`src/rtl/matrix_op_controller.sv`:
```
// Sequencer between two 5x5 signed-byte operand banks and an external matrix ALU.
// Optional WAIT timeout enabled by defining CTRL_TIMEOUT_EN.
module matrix_op_controller #(
    parameter int TIMEOUT_CYCLES = 16,
    parameter int N_ELEM         = 25
) (
    input  logic                  clock,
    input  logic                  reset,
    input  logic                  wr_en,
    input  logic                  wr_sel,
    input  logic [4:0]            wr_addr,
    input  logic [7:0]            wr_data,
    input  logic                  start,
    input  logic [2:0]            op,
    input  logic [2:0]            size,
    input  logic [7:0]            scalar_in,
    input  logic [4:0]            rd_addr,
    output logic [7:0]            rd_data,
    output logic                  busy,
    output logic                  result_valid,
    output logic [7:0]            res_number,
    output logic                  res_overflow,
    output logic                  error,
    output logic [N_ELEM*8-1:0]   alu_A_flat,
    output logic [N_ELEM*8-1:0]   alu_B_flat,
    output logic [7:0]            alu_scalar,
    output logic [2:0]            alu_opcode,
    output logic [2:0]            alu_matrix_size,
    input  logic [N_ELEM*8-1:0]   alu_C_flat,
    input  logic [7:0]            alu_number,
    input  logic                  alu_overflow_flag,
    input  logic                  alu_done
);

    typedef enum logic [1:0] {
        ST_IDLE  = 2'd0,
        ST_ISSUE = 2'd1,
        ST_WAIT  = 2'd2,
        ST_DONE  = 2'd3
    } state_t;

    state_t              state_r, state_nxt_s;
    logic [N_ELEM*8-1:0] bank_a_r, bank_b_r, result_r;
    logic [2:0]          op_r, size_r, opcode_nxt_s;
    logic [7:0]          scalar_r, number_r, rd_data_r;
    logic                overflow_r, error_r, busy_r, valid_r;
    logic                busy_nxt_s, valid_nxt_s;
    logic                legal_s, accept_s, reject_s, wr_ok_s, timeout_hit_s;

    // Determinant needs a size the ALU supports; opcode 000 is never legal.
    function automatic logic op_legal(input logic [2:0] o, input logic [2:0] s);
        logic ok;
        ok = (o != 3'd0);
        if ((o == 3'd7) && ((s < 3'd2) || (s > 3'd5))) begin
            ok = 1'b0;
        end
        return ok;
    endfunction

    assign legal_s  = op_legal(op, size);
    assign accept_s = (state_r == ST_IDLE) && start && legal_s;
    assign reject_s = (state_r == ST_IDLE) && start && !legal_s;
    assign wr_ok_s  = wr_en && (state_r == ST_IDLE) && (32'(wr_addr) < N_ELEM);

`ifdef CTRL_TIMEOUT_EN
    localparam int CNT_W = $clog2(TIMEOUT_CYCLES + 1);
    logic [CNT_W-1:0] tmo_cnt_r;

    assign timeout_hit_s = (state_r == ST_WAIT) && !alu_done &&
                           (tmo_cnt_r == CNT_W'(TIMEOUT_CYCLES - 1));

    // Counts consecutive WAIT cycles without alu_done.
    always_ff @(posedge clock or posedge reset) begin
        if (reset) begin
            tmo_cnt_r <= '0;
        end else if ((state_r == ST_WAIT) && !alu_done && !timeout_hit_s) begin
            tmo_cnt_r <= tmo_cnt_r + 1'b1;
        end else begin
            tmo_cnt_r <= '0;
        end
    end
`else
    assign timeout_hit_s = 1'b0;
`endif

    // State register.
    always_ff @(posedge clock or posedge reset) begin
        if (reset) begin
            state_r <= ST_IDLE;
        end else begin
            state_r <= state_nxt_s;
        end
    end

    // Next-state logic.
    always_comb begin
        state_nxt_s = state_r;
        case (state_r)
            ST_IDLE:  state_nxt_s = accept_s ? ST_ISSUE : ST_IDLE;
            ST_ISSUE: state_nxt_s = ST_WAIT;
            ST_WAIT:  state_nxt_s = (alu_done || timeout_hit_s) ? ST_DONE : ST_WAIT;
            ST_DONE:  state_nxt_s = ST_IDLE;
            default:  state_nxt_s = ST_IDLE;
        endcase
    end

    // Output decode from the next state so the flags are registered yet cycle-exact.
    always_comb begin
        busy_nxt_s   = (state_nxt_s != ST_IDLE);
        valid_nxt_s  = (state_nxt_s == ST_DONE);
        opcode_nxt_s = 3'd0;
        if (state_nxt_s == ST_ISSUE) begin
            opcode_nxt_s = op;
        end else if (state_nxt_s == ST_WAIT) begin
            opcode_nxt_s = op_r;
        end else begin
            opcode_nxt_s = 3'd0;
        end
    end

    // Registered status outputs.
    always_ff @(posedge clock or posedge reset) begin
        if (reset) begin
            busy_r     <= 1'b0;
            valid_r    <= 1'b0;
            alu_opcode <= 3'd0;
        end else begin
            busy_r     <= busy_nxt_s;
            valid_r    <= valid_nxt_s;
            alu_opcode <= opcode_nxt_s;
        end
    end

    // Operand banks, latched request, error flag, result capture and readback.
    always_ff @(posedge clock or posedge reset) begin
        if (reset) begin
            bank_a_r   <= '0;
            bank_b_r   <= '0;
            result_r   <= '0;
            op_r       <= 3'd0;
            size_r     <= 3'd0;
            scalar_r   <= 8'd0;
            number_r   <= 8'd0;
            overflow_r <= 1'b0;
            error_r    <= 1'b0;
            rd_data_r  <= 8'd0;
        end else begin
            if (wr_ok_s && !wr_sel) begin
                bank_a_r[{wr_addr, 3'b000} +: 8] <= wr_data;
            end
            if (wr_ok_s && wr_sel) begin
                bank_b_r[{wr_addr, 3'b000} +: 8] <= wr_data;
            end
            if (accept_s) begin
                op_r     <= op;
                size_r   <= size;
                scalar_r <= scalar_in;
            end
            if (accept_s) begin
                error_r <= 1'b0;
            end else if (reject_s || timeout_hit_s) begin
                error_r <= 1'b1;
            end else begin
                error_r <= error_r;
            end
            // A timeout leaves the previous results in place.
            if ((state_r == ST_WAIT) && alu_done) begin
                result_r   <= alu_C_flat;
                number_r   <= alu_number;
                overflow_r <= alu_overflow_flag;
            end
            rd_data_r <= (32'(rd_addr) < N_ELEM) ? result_r[{rd_addr, 3'b000} +: 8] : 8'h00;
        end
    end

    assign alu_A_flat      = bank_a_r;
    assign alu_B_flat      = bank_b_r;
    assign alu_scalar      = scalar_r;
    assign alu_matrix_size = size_r;
    assign rd_data         = rd_data_r;
    assign busy            = busy_r;
    assign result_valid    = valid_r;
    assign res_number      = number_r;
    assign res_overflow    = overflow_r;
    assign error           = error_r;

endmodule

```
`config.mk`:
```
export PLATFORM = sky130hd
export DESIGN_NAME = matrix_op_controller
export DESIGN_NICKNAME = d
export VERILOG_FILES = /design/src/rtl/matrix_op_controller.sv
export SDC_FILE = /design/constraint.sdc
export NUM_CORES = 1
export LEC_CHECK = 0
export ABC_CLOCK_PERIOD_IN_PS = 20900
export CAP_MARGIN = 0
export CORE_AREA = 2 2 264 266
export CTS_CLUSTER_DIAMETER = 100
export DETAILED_ROUTE_END_ITERATION = 6
export DIE_AREA = 0 0 266 268
export PLACE_DENSITY = 0.67
export SLEW_MARGIN = 20
export SYNTH_ARGS = -nofsm -noshare
export SYNTH_HDL_FRONTEND = slang
export SYNTH_SLANG_ARGS = --single-unit
```
`constraint.sdc`:
```
create_clock -name clock -period 20.9 [get_ports clock]
set_input_delay 4.18 -clock clock [delete_from_list [all_inputs] [get_ports clock]]
set_output_delay 4.18 -clock clock [all_outputs]
set_load 0.02 [all_outputs]
```
==> results_dict.tcl, run 1 <==
set metrics [dict create \
    viasPerCell 5.24 \
    tns_ns 0 \
    grt_max_degree 177 \
    power_density_nw_per_um2 104 \
    crit_path_max_fanout 16 \
    fin_crit_sh 0.342 \
    core_area_sq_um 68200 \
    root_buffer "clkbuf_16" \
    drv_cap 0 \
    setup-violations-final 0 \
    switching_share 0.286 \
    wl_met2_um 43000 \
    cts_resized 0 \
    topRoutingLayerUsed "met5" \
    ys_types 68 \
    place_congestion 0.885 \
    fin_util 0.544 \
    place_ws_ns 13.14 \
    timing.final.ws_setup_ns 13.75 \
    die_y_um 268 \
    ioPinCount 681 \
    grt_pass1_vias 18990 \
    clkSinkCount 639 \
    clkSlewWorstSetupHoldPaths_ns 0.06 \
    leakage_nw 16.5 \
    start_kind "input port" \
    portBuffers 680 \
    postCtsHoldBufs 0 \
    cts_buffer_depth 3 \
    wl_met3_um 7230 \
    timing.final.crit_period_ns 7.15 \
    grt_pass1_wl_um 125000 \
    seq_area_frac_synth 0.591 \
    clk_latency_ns 0.60 \
    wirelength_um 85700 \
    crit_arrival_ns 7.63 \
    hpwl_um 64600 \
    drt_iter0_drc 1122 \
    final_area_sq_um 37100 \
    rsz0062_at_grt "false" \
    synth_nets 2060 \
    routedWlPerCell_um 24.9 \
    synth_top_area_share 0.591 \
    cts_setup_buffers 0 \
    drcViolationCount 0 \
    async_flop_share 1.00 \
    wl_met1_um 32700 \
    ys_warn_count 0 \
    layout.nets 2748 \
    placedInstanceArea_sq_um 34700 \
    cp.required_ns 21.38 \
    intPower_mw 2.76 \
    drive_gt1_frac 0.310 \
    synth_ff_type "dfrtp_1" \
    overflow 0 \
    antenna_found_initial 21 \
    finalClockSkew_ns 0.0149 \
    peakVddDrop_mv 0.0778 \
    seqPwrFrac 0.432 \
    crit_type "in -> reg" \
    synth_edf_count 0 \
    ant_nets 0 \
    tritoncts "built" \
    via_count 18028 \
    synthTopCellsByArea "dfrtp_1, mux2_2, mux2i_1" \
    slew_viol_final 0 \
    comb_power_share 0.245 \
    yosysMostFrequentCell "dfrtp_1" \
    numCtsBuffers 72 \
    drt_pass1_iterations 5 \
    avgSynthCellArea_sq_um 15.0 \
    fmax_ghz 0.140 \
    max_slew_margin 0.221 \
    dieArea_sq_um 71300 \
    status "completed" \
    yosys-top-cells-count "dfrtp_1, mux2_2, mux2i_1, nand2_1" \
    die_x_um 266 \
    hold_viol_final 0 \
    row_count 96 \
    synth-seq-cells 639 \
    clkPwrFrac 0.323 \
    netlist_area_sq_um 27000 \
    cp-end-kind "register" \
    power.switching_mw 1.11 \
    syn_inst 1806 \
    n_fill_cell 5567 \
    synth_top_area_cell "dfrtp_1" \
    tightest_slew_ns 1.17 \
    p_total_mw 3.87 \
    grt_usage 0.236 \
    area_growth_syn_to_layout_pct 37.3 \
    h-tree-depth 3 \
    holdCritPathClass "reg -> reg" \
    initial_core_util 0.396 \
]
## final cells by class
type	instances	area, sq um	area share
Antenna cell	13	32.5	0.000877
Clock buffer	104	2140	0.0577
Clock inverter	24	211	0.00570
Inverter	55	210	0.00566
Multi-Input combinational cell	1025	10400	0.281
Sequential cell	639	16000	0.431
Tap cell	882	1100	0.0297
Timing Repair Buffer	701	6990	0.188
## power groups by stage
| stage | Sequential (mW) | Clock, mW | Combinational, mW |
|---|---|---|---|
| floorplan | 1.74 | 0 | 0.512 |
| finish | 1.67 | 1.25 | 0.948 |
| CTS | 1.67 | 1.28 | 0.960 |
| detailed placement | 1.69 | 0 | 0.956 |
| global route | 1.70 | 1.33 | 1.01 |
| global placement | 1.68 | 0 | 0.933 |
## critical path: stages
cell             delay (ns)
clkdlybuf4s50_1        0.86
nor3_1                 0.62
mux2_2                 0.66
nor3_2                 0.87
mux2_2                 0.42
## registers in the layout, indices dropped and copies added, names as in the netlist, 2 cells and up
register / count
alu_matrix_size: 3
alu_opcode: 3
alu_scalar: 8
result_r: 200
state_r: 2
res_number: 8
rd_data: 8
op_r: 3
alu_A_flat: 200
alu_B_flat: 200
## cells in the final DEF, fill, tap and decap left out, types with 5 or more instances in the layout
cell type,Yosys,layout
and3_1,18,18
diode_2,0,13
nand4_1,5,5
o2111ai_2,13,13
clkbuf_8,3,22
nand2_1,68,67
nor2_1,8,8
o2111ai_4,6,6
inv_1,55,54
mux4_2,20,20
mux2_4,6,6
a22oi_1,20,20
buf_4,2,19
o22ai_1,5,5
clkdlybuf4s50_1,0,678
mux2i_1,99,99
mux2_2,554,554
clkinv_2,0,12
clkbuf_16,0,72
and2_1,11,11
clkbuf_1,55,10
ha_1,7,7
nor3_1,33,33
nor3_2,9,9
o21ai_0,29,29
inv_6,0,5
nand3_1,23,23
dfrtp_1,639,639
a211oi_4,12,12
a21oi_1,12,10
## stage by stage
| step | hold WS, ns | cells |
|---|---|---|
| after floorplan | 0.446 | 1806 |
| after global placement | 0.461 | 3302 |
| after detailed placement | 0.464 | 3302 |
| after CTS | 0.477 | 3430 |
| after global routing | 0.509 | 3438 |
| final | 0.476 | 3443 |
## worst paths after layout
path | startpoint | end | slack (ns) | cells past startpoint
max | wr_addr[2] | alu_A_flat[126]$_DFFE_PP0P_ | 13.75 | 5
min | alu_scalar[1]$_DFFE_PP0P_ | alu_scalar[1]$_DFFE_PP0P_ | 0.48 | 2
max reg2reg | state_r[0]$_DFF_PP0_ | alu_B_flat[157]$_DFFE_PP0P_ | 17.77 | 6
min reg2reg | alu_scalar[1]$_DFFE_PP0P_ | alu_scalar[1]$_DFFE_PP0P_ | 0.48 | 2
max in group asynchronous | reset | alu_A_flat[72]$_DFFE_PP0P_ | 14.21 | 5
min in group asynchronous | reset | alu_B_flat[37]$_DFFE_PP0P_ | 4.13 | 2
## cells by family after synthesis
logic type      count (synthesis)  share of synthesized area
simple gates                  209                     0.0453
compound gates                122                     0.0446
xor+xnor                        4                    0.00130
flops                         639                      0.591
fa+ha+maj                       7                    0.00324
buf+inv                       142                     0.0246
mux                           683                      0.289
## per-layer routing
layer  vias to the layer above  global-route usage
met3                       142              0.0803
met5                         -                   0
met4                        16              0.0841
met1                      9345               0.274
li1                       7912                   -
met2                       613               0.407
Power figures use the tool's default switching activity.
==> run 2: changes to the inputs <==
--- a/config.mk
+++ b/config.mk
@@ -5,13 +5,13 @@
 export SDC_FILE = /design/constraint.sdc
 export NUM_CORES = 1
 export LEC_CHECK = 0
-export ABC_CLOCK_PERIOD_IN_PS = 20900
+export ABC_CLOCK_PERIOD_IN_PS = 6600
 export CAP_MARGIN = 0
-export CORE_AREA = 2 2 264 266
+export CORE_AREA = 2 2 265 267
 export CTS_CLUSTER_DIAMETER = 100
 export DETAILED_ROUTE_END_ITERATION = 6
-export DIE_AREA = 0 0 266 268
-export PLACE_DENSITY = 0.67
+export DIE_AREA = 0 0 267 269
+export PLACE_DENSITY = 0.64
 export SLEW_MARGIN = 20
 export SYNTH_ARGS = -nofsm -noshare
 export SYNTH_HDL_FRONTEND = slang
==> constraint.sdc (replaced) <==
create_clock -name clock -period 6.6 [get_ports clock]
set_input_delay 1.32 -clock clock [delete_from_list [all_inputs] [get_ports clock]]
set_output_delay 1.32 -clock clock [all_outputs]
set_load 0.02 [all_outputs]
==> results_dict.tcl, run 2 (same netlist as run 1, synthesis figures left out) <==
set metrics [dict create \
    power_density_nw_per_um2 331 \
    crit_arrival_ns 4.68 \
    start_kind "input port" \
    dieArea_sq_um 71800 \
    antenna_found_initial 20 \
    root_buffer "clkbuf_16" \
    cts_setup_buffers 0 \
    core_area_sq_um 69300 \
    drcViolationCount 0 \
    rr_worst_depth 6 \
    min_delay_path_depth 2 \
    timing.final.crit_period_ns 4.20 \
    final_area_sq_um 37200 \
    max_slew_margin 0.243 \
    portBuffers 680 \
    viasPerCell 5.12 \
    placedInstanceArea_sq_um 34900 \
    grt_pass1_vias 18900 \
    r2r_start "state_r[0]$_DFF_PP0_" \
    seqPwrFrac 0.430 \
    clk_latency_ns 0.61 \
    clkSlewWorstSetupHoldPaths_ns 0.06 \
    drive_gt1_frac 0.307 \
    intPower_mw 8.78 \
    cts_resized 0 \
    initial_core_util 0.390 \
    crit_path_max_fanout 14 \
    hold_viol_final 0 \
    power.switching_mw 3.54 \
    row_count 97 \
    drt_iter0_drc 1136 \
    die_x_um 267 \
    place_ws_ns 1.81 \
    routedWlPerCell_um 24.6 \
    switching_share 0.287 \
    postCtsHoldBufs 0 \
    crit_type "in -> reg" \
    rsz0062_at_grt "false" \
    clkPwrFrac 0.325 \
    reg2reg_to "alu_B_flat[159]$_DFFE_PP0P_" \
    peakVddDrop_mv 0.222 \
    cp-end-kind "register" \
    worst_hold_slack_ns 0.472 \
    cp.required_ns 7.08 \
    leakage_nw 16.6 \
    die_y_um 269 \
    drt_pass1_iterations 5 \
    layout.nets 2754 \
    hpwl_um 64400 \
    r2r_slack_ns 3.44 \
    comb_power_share 0.244 \
    tritoncts "built" \
    cts_buffer_depth 3 \
    grt_pass1_wl_um 125000 \
    n_fill_cell 5749 \
    fmax_ghz 0.238 \
    slew_viol_final 0 \
    fin_util 0.537 \
    ioPinCount 681 \
    grt_max_degree 160 \
    drv_cap 0 \
    clkSinkCount 639 \
    holdCritPathClass "reg -> reg" \
    min-delay-start "op_r[0]$_DFFE_PP0P_" \
    dp_cells 3366 \
    place_congestion 0.838 \
    overflow 0 \
    ant_nets 0 \
    final_common_cell "clkdlybuf4s50_1" \
    h-tree-depth 3 \
    tns_ns 0 \
    fin_crit_sh 0.636 \
    fin_cells 3500 \
    setup-violations-final 0 \
    final_cell_mix "clkdlybuf4s50_1, dfrtp_1, mux2_2" \
    status "completed" \
    finalClockSkew_ns 0.0205 \
    via_count 17924 \
    grt_usage 0.236 \
    p_total_mw 12.3 \
    numCtsBuffers 72 \
    area_growth_syn_to_layout_pct 37.7 \
    worstHoldEndpoint "op_r[0]$_DFFE_PP0P_" \
    timing.final.ws_setup_ns 2.40 \
    tightest_slew_ns 1.13 \
    wirelength_um 86100 \
]
==> run 2: how the worst max path moves through the flow <==
| stage | end | startpoint | cells after the start |
|---|---|---|---|
| after CTS | alu_A_flat[38]$_DFFE_PP0P_ | wr_addr[0] | 7 |
| after global routing | alu_A_flat[37]$_DFFE_PP0P_ | wr_addr[0] | 7 |
| final | alu_B_flat[58]$_DFFE_PP0P_ | wr_addr[0] | 7 |
| after global placement | alu_A_flat[58]$_DFFE_PP0P_ | wr_addr[0] | 7 |
| after detailed placement | alu_A_flat[38]$_DFFE_PP0P_ | wr_addr[0] | 7 |
| after floorplan | alu_A_flat[0]$_DFFE_PP0P_ | reset | 1 |
==> run 2: power groups by stage <==
stage / combinational [mW] / sequential [mW] / clock (mW)
after CTS: 3.05 / 5.30 / 4.11
after global routing: 3.22 / 5.40 / 4.28
after global placement: 2.96 / 5.32 / 0
final: 3.01 / 5.30 / 4.01
after detailed placement: 3.03 / 5.37 / 0
after floorplan: 1.62 / 5.52 / 0
==> run 2: area by class of cell <==
class,count,area [sq um],area share
Inverter,55,210,0.00564
Multi-Input combinational cell,1025,10400,0.280
Antenna cell,6,15.0,0.000403
Tap cell,940,1180,0.0316
Sequential cell,639,16000,0.429
Clock inverter,19,231,0.00622
Clock buffer,109,2130,0.0573
Timing Repair Buffer,707,7060,0.190
==> run 2: per-layer routing <==
layer	vias to the layer above	global-route usage	wire, um
met5	-	0	139
met4	22	0.0764	2600
met3	160	0.0823	7100
met2	592	0.408	43600
met1	9235	0.274	32700
li1	7915	-	-
==> run 2: worst max-delay path, stage by stage <==
cell and delay (ns):
clkdlybuf4s50_1 0.84, inv_1 0.18, ha_1 0.30, o21bai_1 0.25, a211o_2 0.63, a211oi_4 0.78
mux2_4 0.35
==> run 3: changes to the inputs <==
--- a/config.mk
+++ b/config.mk
@@ -5,7 +5,7 @@
 export SDC_FILE = /design/constraint.sdc
 export NUM_CORES = 1
 export LEC_CHECK = 0
-export ABC_CLOCK_PERIOD_IN_PS = 6600
+export ABC_CLOCK_PERIOD_IN_PS = 4300
 export CAP_MARGIN = 0
 export CORE_AREA = 2 2 265 267
 export CTS_CLUSTER_DIAMETER = 100
==> constraint.sdc (replaced) <==
create_clock -name clock -period 4.3 [get_ports clock]
set_input_delay 0.86 -clock clock [delete_from_list [all_inputs] [get_ports clock]]
set_output_delay 0.86 -clock clock [all_outputs]
set_load 0.02 [all_outputs]
==> results_dict.tcl, run 3 (same netlist as run 1, synthesis figures left out) <==
set metrics [dict create \
    status "completed" \
    antenna_found_initial 18 \
    comb_power_share 0.246 \
    crit_arrival_ns 3.77 \
    timing.final.crit_period_ns 3.28 \
    drv_cap 0 \
    drt_iter0_drc 1070 \
    cp-end-kind "register" \
    crit_path_max_fanout 8 \
    grt_usage 0.238 \
    final_area_sq_um 37600 \
    leakage_nw 16.8 \
    intPower_mw 13.5 \
    power_density_nw_per_um2 503 \
    clkSlewWorstSetupHoldPaths_ns 0.06 \
    cp.required_ns 4.79 \
    clk_latency_ns 0.62 \
    crit_type "in -> reg" \
    power.switching_mw 5.40 \
    final_cell_mix "clkdlybuf4s50_1, dfrtp_1, mux2_2" \
    cts_buffer_depth 3 \
    start_kind "input port" \
    holdCritPathClass "reg -> reg" \
    ioPinCount 681 \
    die_y_um 269 \
    h-tree-depth 3 \
    layout.nets 2792 \
    placedInstanceArea_sq_um 35200 \
    grt_pass1_wl_um 126000 \
    setup-violations-final 0 \
    peakVddDrop_mv 0.372 \
    dp_cells 3404 \
    cts_resized 0 \
    hold_viol_final 0 \
    clkSinkCount 639 \
    finalClockSkew_ns 0.0153 \
    cp_slowest_cell "nor3_2" \
    cts_setup_buffers 0 \
    path_cells "clkdlybuf4s50_1, inv_1, ha_1, nor4b_1, nor3_2, o2111ai_2, mux2_2" \
    routedWlPerCell_um 24.5 \
    ant_nets 0 \
    p_total_mw 18.9 \
    max_slew_margin 0.266 \
    grt_max_degree 135 \
    seqPwrFrac 0.429 \
    wirelength_um 86600 \
    die_x_um 267 \
    path_delay_family "simple AND/OR/NAND/NOR gates" \
    hpwl_um 65800 \
    overflow 0 \
    cp_num_buf_inv 2 \
    drive_gt1_frac 0.317 \
    grt_pass1_vias 19148 \
    viasPerCell 5.09 \
    fin_crit_sh 0.762 \
    drcViolationCount 0 \
    numCtsBuffers 72 \
    rsz0062_at_grt "false" \
    fmax_ghz 0.305 \
    fin_cells 3536 \
    portBuffers 680 \
    switching_share 0.286 \
    clkPwrFrac 0.325 \
    postCtsHoldBufs 0 \
    cp_slowest_stage_delay_ns 0.75 \
    root_buffer "clkbuf_16" \
    initial_core_util 0.390 \
    final_common_cell "clkdlybuf4s50_1" \
    core_area_sq_um 69300 \
    area_growth_syn_to_layout_pct 39.0 \
    tightest_slew_ns 1.09 \
    n_fill_cell 5728 \
    dieArea_sq_um 71800 \
    slew_viol_final 0 \
    tritoncts "built" \
    drt_pass1_iterations 5 \
    via_count 17984 \
    row_count 97 \
    place_congestion 0.834 \
]
-- run 3: cell count changes in the layout (fill, tap and decap cells not counted), moves of 2 or more --
cell      change
buf_4        +34
diode_2       +2
buf_12        +4
clkbuf_1      -3
clkinv_4      +2
-- run 3: worst register-to-register path: stages, from the launching register on --
cell       delay, ns
dfrtp_1         0.38
inv_1           0.06
ha_1            0.42
and3_1          0.32
and2_1          0.67
o2111ai_2       0.55
mux2_2          0.45
-- run 3: layer usage --
metal  track usage  wire [um]  up-vias
met3        0.0795       6950      137
met5             0        102        -
li1              -          -     7992
met2         0.412      44000      580
met1         0.275      33000     9257
met4        0.0875       2620       18
-- run 3: path summary, 6_finish.rpt --
path                                       from                         end  slack, ns  cells past startpoint
max                                  wr_addr[0]  alu_B_flat[32]$_DFFE_PP0P_       1.02                      7
min                         op_r[0]$_DFFE_PP0P_         op_r[0]$_DFFE_PP0P_       0.47                      2
max reg2reg                state_r[1]$_DFF_PP0_  alu_B_flat[32]$_DFFE_PP0P_       1.33                      6
min reg2reg                 op_r[0]$_DFFE_PP0P_         op_r[0]$_DFFE_PP0P_       0.47                      2
max in group asynchronous                 reset  alu_A_flat[73]$_DFFE_PP0P_       2.46                      3
min in group asynchronous                 reset  alu_A_flat[71]$_DFFE_PP0P_       0.72                      2
-- run 3: area by class of cell --
| type | instances | area (sq um) | share of cell area |
|---|---|---|---|
| flip-flops and latches | 639 | 16000 | 0.426 |
| clock buffers | 106 | 2130 | 0.0568 |
| repair buffers | 745 | 7400 | 0.197 |
| inverters | 55 | 210 | 0.00559 |
| well taps | 940 | 1180 | 0.0313 |
| multi-input cells | 1025 | 10400 | 0.277 |
| diodes | 8 | 20.0 | 0.000533 |
| clock inverters | 18 | 225 | 0.00599 |
-- run 3: power groups by stage --
stage | Sequential (mW) | Combinational [mW] | Clock, mW
final | 8.11 | 4.66 | 6.14
after global routing | 8.27 | 5.00 | 6.54
after CTS | 8.11 | 4.72 | 6.27
after detailed placement | 8.21 | 4.71 | 0
after global placement | 8.14 | 4.60 | 0
after floorplan | 8.47 | 2.49 | 0
-- run 3: through the flow --
stage,setup WS [ns],hold slack (ns),TNS (ns),util
2_1_floorplan,-5.29,0.446,-3379.51,-
3_3_place_gp,0.438,0.459,0,0.508
3_5_place_dp,0.331,0.462,0,0.508
4_1_cts,1.00,0.477,0,0.542
5_1_grt,0.789,0.505,0,0.542
6_report,1.02,0.474,0,0.542
